<file path="src/rtl/core_issue_ctrl_if.sv">
// Frontend-to-backend dual-slot issue handshake; slot 0 is the older instruction.
interface core_issue_ctrl_if;
   logic [1:0]      inst_valid;
   logic [1:0][4:0] r_reg0;
   logic [1:0][4:0] r_reg1;
   logic [1:0][4:0] w_reg;
   logic [1:0][1:0] lat;
   logic [1:0]      issue;

   modport master (output inst_valid, r_reg0, r_reg1, w_reg, lat, input issue);
   modport slave  (input inst_valid, r_reg0, r_reg1, w_reg, lat, output issue);
endinterface

</file>
<file path="src/rtl/core_issue_ctrl.sv">
// Dual-slot issue control: scoreboard RAW/WAW interlock, combinational accept, registered execute stage.
// Rejected slots are never buffered here; the frontend re-presents them.
module core_issue_ctrl #(
   parameter int NUM_ARCH_REG = 32,
   parameter int LAT_W        = 2
) (
   input  logic                 clk,
   input  logic                 rst_n,
   core_issue_ctrl_if.slave     fe,
   input  logic                 stall_i,
   input  logic                 flush_i,
   input  logic                 wb_valid_i,
   input  logic [4:0]           wb_reg_i,
   output logic [1:0]           ex_valid_o,
   output logic [1:0][4:0]      ex_w_reg_o,
   output logic [31:0]          issued_cnt_o
);

   logic [NUM_ARCH_REG-1:0][LAT_W-1:0] cnt_q, cnt_d;
   logic [NUM_ARCH_REG-1:0]            lbusy_q, lbusy_d;
   logic [NUM_ARCH_REG-1:0]            busy;
   logic [1:0]                         ex_valid_q, ex_valid_d;
   logic [1:0][4:0]                    ex_w_reg_q, ex_w_reg_d;
   logic [31:0]                        issued_cnt_q, issued_cnt_d;
   logic                               s0_ok, s1_ok;
   logic                               pair_raw, pair_waw, both_long;
   logic [1:0]                         issue;

   // A count of 1 is the producer's final cycle: its result is bypassable, so dependents may go.
   always_comb begin
      busy = '0;
      for (int r = 1; r < NUM_ARCH_REG; r++) begin
         busy[r] = (cnt_q[r] > LAT_W'(1)) || lbusy_q[r];
      end
   end

   always_comb begin
      pair_raw  = (fe.w_reg[0] != 5'd0) &&
                  ((fe.w_reg[0] == fe.r_reg0[1]) || (fe.w_reg[0] == fe.r_reg1[1]));
      pair_waw  = (fe.w_reg[0] != 5'd0) && (fe.w_reg[0] == fe.w_reg[1]);
      both_long = (fe.lat[0] == 2'd0) && (fe.lat[1] == 2'd0);

      s0_ok = rst_n && fe.inst_valid[0] && !stall_i && !flush_i &&
              !busy[fe.r_reg0[0]] && !busy[fe.r_reg1[0]] && !busy[fe.w_reg[0]];
      s1_ok = s0_ok && fe.inst_valid[1] &&
              !busy[fe.r_reg0[1]] && !busy[fe.r_reg1[1]] && !busy[fe.w_reg[1]] &&
              !pair_raw && !pair_waw && !both_long;

      issue = {s1_ok, s0_ok};
   end

   assign fe.issue = issue;

   // Later assignments take priority: issue marks override writeback/flush clears and countdown.
   always_comb begin
      cnt_d   = cnt_q;
      lbusy_d = lbusy_q;
      for (int r = 0; r < NUM_ARCH_REG; r++) begin
         if (cnt_q[r] != '0) cnt_d[r] = cnt_q[r] - LAT_W'(1);
      end
      if (wb_valid_i) lbusy_d[wb_reg_i] = 1'b0;
      if (flush_i)    lbusy_d = '0;
      for (int i = 0; i < 2; i++) begin
         if (issue[i] && (fe.w_reg[i] != 5'd0)) begin
            if (fe.lat[i] != 2'd0) cnt_d[fe.w_reg[i]]   = LAT_W'(fe.lat[i]);
            else                   lbusy_d[fe.w_reg[i]] = 1'b1;
         end
      end
      cnt_d[0]   = '0;
      lbusy_d[0] = 1'b0;
   end

   always_comb begin
      ex_valid_d = issue;
      ex_w_reg_d = ex_w_reg_q;
      for (int i = 0; i < 2; i++) begin
         if (issue[i]) ex_w_reg_d[i] = fe.w_reg[i];
      end
      issued_cnt_d = issued_cnt_q + {31'd0, issue[0]} + {31'd0, issue[1]};
   end

   always_ff @(posedge clk or negedge rst_n) begin
      if (!rst_n) begin
         cnt_q        <= '0;
         lbusy_q      <= '0;
         ex_valid_q   <= '0;
         ex_w_reg_q   <= '0;
         issued_cnt_q <= '0;
      end else begin
         cnt_q        <= cnt_d;
         lbusy_q      <= lbusy_d;
         ex_valid_q   <= ex_valid_d;
         ex_w_reg_q   <= ex_w_reg_d;
         issued_cnt_q <= issued_cnt_d;
      end
   end

   assign ex_valid_o   = ex_valid_q;
   assign ex_w_reg_o   = ex_w_reg_q;
   assign issued_cnt_o = issued_cnt_q;

endmodule
</file>
<file path="src/flat_wrapper.sv">
// flat-port wrapper written by rule: the top's interface ports become plain ports
module core_issue_ctrl_flat 
#(
   parameter int NUM_ARCH_REG = 32,
   parameter int LAT_W        = 2
)
  (clk, rst_n, stall_i, flush_i, wb_valid_i, wb_reg_i, ex_valid_o, ex_w_reg_o, issued_cnt_o, fe_inst_valid, fe_r_reg0, fe_r_reg1, fe_w_reg, fe_lat, fe_issue);
  core_issue_ctrl_if fe_i ();
  input  logic clk;
  input  logic rst_n;
  input  logic stall_i;
  input  logic flush_i;
  input  logic wb_valid_i;
  input  logic [4:0] wb_reg_i;
  output logic [1:0] ex_valid_o;
  output logic [1:0][4:0] ex_w_reg_o;
  output logic [31:0] issued_cnt_o;
  input wire logic [$bits(fe_i.inst_valid)-1:0] fe_inst_valid;
  input wire logic [$bits(fe_i.r_reg0)-1:0] fe_r_reg0;
  input wire logic [$bits(fe_i.r_reg1)-1:0] fe_r_reg1;
  input wire logic [$bits(fe_i.w_reg)-1:0] fe_w_reg;
  input wire logic [$bits(fe_i.lat)-1:0] fe_lat;
  output wire logic [$bits(fe_i.issue)-1:0] fe_issue;
  assign fe_i.inst_valid = fe_inst_valid;
  assign fe_i.r_reg0 = fe_r_reg0;
  assign fe_i.r_reg1 = fe_r_reg1;
  assign fe_i.w_reg = fe_w_reg;
  assign fe_i.lat = fe_lat;
  assign fe_issue = fe_i.issue;
  core_issue_ctrl #(.NUM_ARCH_REG(NUM_ARCH_REG), .LAT_W(LAT_W)) u_core (.clk(clk), .rst_n(rst_n), .fe(fe_i), .stall_i(stall_i), .flush_i(flush_i), .wb_valid_i(wb_valid_i), .wb_reg_i(wb_reg_i), .ex_valid_o(ex_valid_o), .ex_w_reg_o(ex_w_reg_o), .issued_cnt_o(issued_cnt_o));
endmodule
</file>
<file path="config.mk">
export PLATFORM = sky130hd
export DESIGN_NAME = core_issue_ctrl_flat
export DESIGN_NICKNAME = d
export VERILOG_FILES = /design/src/rtl/core_issue_ctrl_if.sv /design/src/rtl/core_issue_ctrl.sv /design/src/flat_wrapper.sv
export SDC_FILE = /design/constraint.sdc
export NUM_CORES = 1
export LEC_CHECK = 0
export ABC_AREA = 1
export CORE_UTILIZATION = 50
export CTS_CLUSTER_SIZE = 14
export DETAILED_ROUTE_END_ITERATION = 8
export PLACE_DENSITY = 0.74
export SYNTH_ARGS = -nofsm -noshare
export SYNTH_HDL_FRONTEND = slang
export SYNTH_SLANG_ARGS = --single-unit
export TNS_END_PERCENT = 20
</file>
<file path="constraint.sdc">
create_clock -name clk -period 3.8 [get_ports clk]
set_clock_uncertainty 0.1 [all_clocks]
set_input_delay 0.57 -clock clk [delete_from_list [all_inputs] [get_ports clk]]
set_output_delay 0.57 -clock clk [all_outputs]
set_load 0.05 [all_outputs]
</file>
Word level (Yosys, flattened, before mapping)
Cells that the tools add are included.

Add/subtract/negate cells: 33. $lt $le $gt $ge: 41. Equal/unequal tests: 3. Mux-type cells: 65. Bitwise logic cells: 4. Reduce and logical (&&, ||, !) cells: 101.

Operators with widths (count): $mux 64 (4); $mux 32 (6); $bwmux 64 (2); $mux 2 (33); $reduce_bool 2->1 (33); $add 32x1->32 (2); $or 32x32->32 (2); $gt 2x1->1 const B (31); $sub 2x1->2 const B (31); $lt 5x6->1 const B (7); $and 32x32->32 (1); $logic_or 1x1->1 (32); $not 32->32 (1); $bmux 1 s5 (6); $logic_and 1x1->1 (21); $demux 2 s5 (2); $demux 1 s5 (3); $eq 5x5->1 (3); $ge 5x1->1 const B (3); $logic_not 1->1 (11); $reduce_bool 5->1 (2); $mux 1 (9); $logic_not 2->1 (2).

Bits in registers: 137. Bits of input ports: 46. Logic and storage cells: 283.

Longest topological paths before layout
Depth in word-level cells: 17. Depth in mapped cells: 30. Gate-level depth less buffers: 29.

Worst setup path after synthesis
Ideal clock, no wire load.

Path type: input to register. From: input port fe_w_reg[1]. To: register u_core.issued_cnt_q[28], in the netlist u_core.issued_cnt_o[28]. Library setup time: 0.141 ns. Arrival time: 4.214 ns. Required time: 3.559 ns. Setup slack: -0.655 ns. Cell stages on the path: 28. Cells stage by stage: buf_6 -> nand2_4 -> buf_6 -> nor2_1 -> nor2_1 -> nand2_1 -> nand2_1 -> nand2_1 -> nor2_1 -> nand2_1 -> nor2_4 -> nand3_1 -> nor2_2 -> nand2_1 -> buf_2 -> fa_1 -> inv_1 -> ha_1 -> nand3_1 -> nor3b_1 -> nand3_1 -> nor2_1 -> inv_1 -> nor2_1 -> inv_1 -> nor4_1 -> nand2_1 -> xnor2_1.

Cells in the longest elaborated chain, start to end: 12.

Ends and longest elaborated chain: start: declaration (RTL line flat_wrapper.sv:21) `input wire logic [$bits(fe_i.w_reg)-1:0] fe_w_reg;`; $bmux 1 s5 (*) (RTL line core_issue_ctrl.sv:44) `!busy[fe.r_reg0[0]] && !busy[fe.r_reg1[0]] && !busy[fe.w_reg[0]];`; $mux 1 (not written as such) (*) (RTL line core_issue_ctrl.sv:44); $logic_not 1->1 (*) (RTL line core_issue_ctrl.sv:44); $logic_and 1x1->1 (*) (RTL line core_issue_ctrl.sv:44); net u_core.s0_ok (RTL line core_issue_ctrl.sv:25) `logic s0_ok, s1_ok;`; branches (longest 7 deep; another with $add 32x1->32); $add 32x1->32 (*) (RTL line core_issue_ctrl.sv:79) `issued_cnt_d = issued_cnt_q + {31'd0, issue[0]} + {31'd0, issue[1]};`; net u_core.issued_cnt_d[28] (RTL line core_issue_ctrl.sv:24) `logic [31:0] issued_cnt_q, issued_cnt_d;`; end signal: assignment (RTL line core_issue_ctrl.sv:94) `issued_cnt_q <= issued_cnt_d;`; end: declaration (RTL line core_issue_ctrl.sv:24).

Mark *: on every way through the listed nets, which the timed path passes. The select of a mux whose other input is x is not followed. A chain may end at the register's enable or synchronous reset.

Worst setup path after layout
From: register u_core.cnt_q[3] (netlist name). To: register u_core.issued_cnt_q[22], in the netlist u_core.issued_cnt_o[22].

Cells in the longest elaborated chain, start to end: 16.

Ends and longest elaborated chain: start: declaration (RTL line core_issue_ctrl.sv:19) `logic [NUM_ARCH_REG-1:0][LAT_W-1:0] cnt_q, cnt_d;`; start signal: assignment (RTL line core_issue_ctrl.sv:90) `cnt_q <= cnt_d;`; $gt 2x1->1 (*) (RTL line core_issue_ctrl.sv:33) `busy[r] = (cnt_q[r] > LAT_W'(1)) || lbusy_q[r];`; $logic_or 1x1->1 (*) (RTL line core_issue_ctrl.sv:33); branches (longest 13 deep; another with $add 32x1->32); $add 32x1->32 (*) (RTL line core_issue_ctrl.sv:79); net u_core.issued_cnt_d[22] (RTL line core_issue_ctrl.sv:24).

Marked as above.

==> impl_metrics.json <==
{
  "slew_violations": 0,
  "max-clock-path-buffers": 2,
  "route.vias.total": 13500,
  "hold_buffers": 0,
  "number_of_global_route_vias_before_repair": 12800,
  "yosysSeqAreaShare_pct": 33.8,
  "design.final.nets": 2031,
  "total_instance_count_after_detailed_placement": 2186,
  "run_status": "complete, but fails checks",
  "report.final.hold_viol_count": 0,
  "synth_top_area_share_pct": 33.8,
  "syn-instance-count": 1608,
  "final_layout_size_suffix_gt1_share_pct": 23.1,
  "power.density_cell_area_nw_per_um2": 290,
  "clockRootBuffer": "clkbuf_16",
  "p_leak_uw": 0.00714,
  "synth_enable_flop_cells": 0,
  "yosys-top-cells-area": "dfrtp_1 34%, nand2_1 15%, nor2_1 10%, nand3_1 10%, inv_1 6.9%",
  "ys_seq_elements": 137,
  "antenna_violations_before_repair": 1,
  "reg2reg_start": "u_core.cnt_q[3]",
  "clock.fmax_mhz": 245,
  "max_slew.worst_pin.slew_ns": 1.00,
  "timing.setup.critical_path_class": "reg2reg",
  "drc": 0,
  "cp_common_cell": "nand2_2",
  "commonest_non_fill_non_tap_cell_in_the_layout": "nand2_1",
  "post-route-worst-setup-slack_ns": -0.275,
  "path_clk_slew_ns": 0.07,
  "syn2layout_area_growth_pct": 43.9,
  "avgRoutedWirePerCell_um": 21.6,
  "core_region_area_um2": 19700,
  "finalWorstPathRequiredPeriod_ns": 4.07,
  "drt_iter0_markers": 1803,
  "worstRegToRegCells": 26,
  "routed_wl_mm": 48.9,
  "worst_skew_pair.late_latency_ns": 0.44,
  "asyncSetResetFlopFracSynth_pct": 100,
  "std_cell_rows": 51,
  "number_of_fill_cells": 1567,
  "final_cell_mix": "374 x nand2_1, 305 x buf_4, 259 x nor2_1",
  "critical_path.max_fanout": 4,
  "cp_slowest_cell": "fa_2",
  "critPathMaxStageDelay_ns": 0.40,
  "global_route.usage.total_pct": 47.8,
  "multi_input_comb_area_um2": 5940,
  "cts_tree": "yes",
  "regToRegSetupSlack_ns": -0.27,
  "start_kind": "flip-flop",
  "cap_viol_max_count": 0,
  "finish.cell_count_without_fillers": 2263,
  "clkSinkCount": 137,
  "floorplan.initialDensity_pct": 51.5,
  "ir_drop_mv": 0.402,
  "synthDominantAreaCellType": "dfrtp_1",
  "yosys_warnings": 0,
  "crit-reg2reg-capture": "u_core.issued_cnt_o[22]",
  "gpl.final_weighted_congestion": 1.06,
  "yosysUniqueCellTypes": 42,
  "worst_hold_path_type": "in2async",
  "area.sequential_um2": 3430,
  "finalPower_uw": 4220,
  "port-buffer-count": 91,
  "via_per_inst": 5.97,
  "grt_remaining_overflow": 0,
  "cts-htree-levels": 4,
  "grt_setup_unrepaired": "yes",
  "timing.final.crit_share_pct": 107,
  "worstPathArrival_ns": 4.32,
  "crit_start": "u_core.cnt_q[3]",
  "die_height_um": 144,
  "mappedNetlistNets": 1656,
  "grt_max_degree": 56,
  "cp-end-kind": "flip-flop",
  "ant_nets": 0,
  "violations": "setup timing",
  "worst-endpoint-required_ns": 4.04,
  "mappedNetlistArea_um2": 10100,
  "post-dp-hpwl_mm": 34.2,
  "i_o_pin_count": 92,
  "maxSlewHeadroom_pct": 33.1,
  "cts_made_buffers": 17,
  "avgSynthCellArea_um2": 6.30,
  "grt_pass1_wl_mm": 72.2,
  "finalSetupViolCount": 14,
  "fp.dieArea_um2": 20800,
  "drt_pre_antenna_iters": 7,
  "ys_dominant_reg_cell": "dfrtp_1",
  "dieWidth_um": 144
}
[metrics by stage]
stage	setup WS, ns	hold slack [ns]	area [um^2]	util (%)	TNS (ns)
finish	-0.275	0.152	14600	74.2	-1.71
global route	-0.436	0.180	14600	74.1	-4.75
CTS	-0.00918	0.159	14300	73.0	-0.00918
detailed placement	-0.889	0.372	13400	68.1	-12.15
global placement	-0.671	0.363	13400	68.1	-9.03
floorplan	-0.290	0.174	10200	-	-1.80
[cell families (layout without fill, tap and decap cells)]
group | after synthesis | after routing | share of synthesized area (%)
mux | 1 | 1 | 0.0988
flops | 137 | 137 | 33.8
fa+ha+maj | 2 | 2 | 0.321
other cells | 0 | 2 | 0
buf+inv | 257 | 645 | 10.5
compound gates | 197 | 197 | 10.7
simple gates | 979 | 979 | 41.5
xor+xnor | 35 | 35 | 3.03
[area by class of cell]
class                   instances  area share, %
multi-input cells            1214           40.8
repair buffers                415           24.1
flip-flops and latches        137           23.5
inverters                     198           5.20
clock buffers                  17           2.92
well taps                     265           2.27
clock inverters                15           1.24
diodes                          2         0.0343
[critical path: cells and delay by family (launching register included)]
| kind | cells | cell delay, ns |
|---|---|---|
| AOI/OAI and AO/OA | 1 | 0.11 |
| buffers and inverters | 7 | 0.96 |
| adders and majority gates | 2 | 0.55 |
| xor gates and xnor gates | 1 | 0.21 |
| DFF | 1 | 0.39 |
| and+or+nand+nor | 15 | 1.62 |
[timing repair]
item | in CTS | in global routing
pin swaps | 16 | 37
gates resized for setup | 61 | 41
setup endpoints to repair | 14 | 26
setup buffers | 29 | 18
[layer usage]
layer,part of all wire (%),GRT usage (%),vias up
met5,0.027,0,-
met4,9.0,36.5,2
met3,14,18.1,369
met2,43,72.1,1155
met1,34,54.9,6049
li1,-,-,5940
[cell usage after synthesis (2+ instances only)]
cell,n
o21ai_1,23
o211ai_1,23
xnor2_1,10
inv_2,6
o31ai_1,2
buf_1,3
nand2_4,4
nor3_1,34
nor2_1,280
o22ai_1,7
nand4_1,39
clkbuf_1,19
buf_2,24
buf_4,8
nor2_4,3
o32ai_1,2
a21oi_1,57
inv_4,2
nand3_1,205
buf_6,5
dfrtp_1,137
nand3b_1,2
xor2_1,25
clkinv_1,3
o21ai_0,76
nand2_2,3
nand2_1,395
or2_2,3
inv_1,187
nor2_2,6
a31oi_1,3
nor4_1,2
[report_power, final]
| part | switching [uW] | internal, uW |
|---|---|---|
| Clock | 765 | 995 |
| Sequential | 42.6 | 1500 |
| Combinational | 588 | 329 |
| Total | 1400 | 2830 |
[state kept, by name, indices dropped and copies added, names as in the netlist]
name,flops
u_core.ex_w_reg_o,10
u_core.lbusy_q,31
u_core.issued_cnt_o,32
u_core.ex_valid_o,2
u_core.cnt_q,62
[how the worst max path moves through the flow]
stage                                   end  slack [ns]  cells past startpoint
floorplan           u_core.issued_cnt_o[30]       -0.29                     30
global placement    u_core.issued_cnt_o[30]       -0.67                     29
detailed placement  u_core.issued_cnt_o[30]       -0.89                     29
CTS                 u_core.issued_cnt_o[12]      -0.009                     28
global route        u_core.issued_cnt_o[26]       -0.44                     27
finish              u_core.issued_cnt_o[22]       -0.27                     26
(Power assumes the default switching activity.)
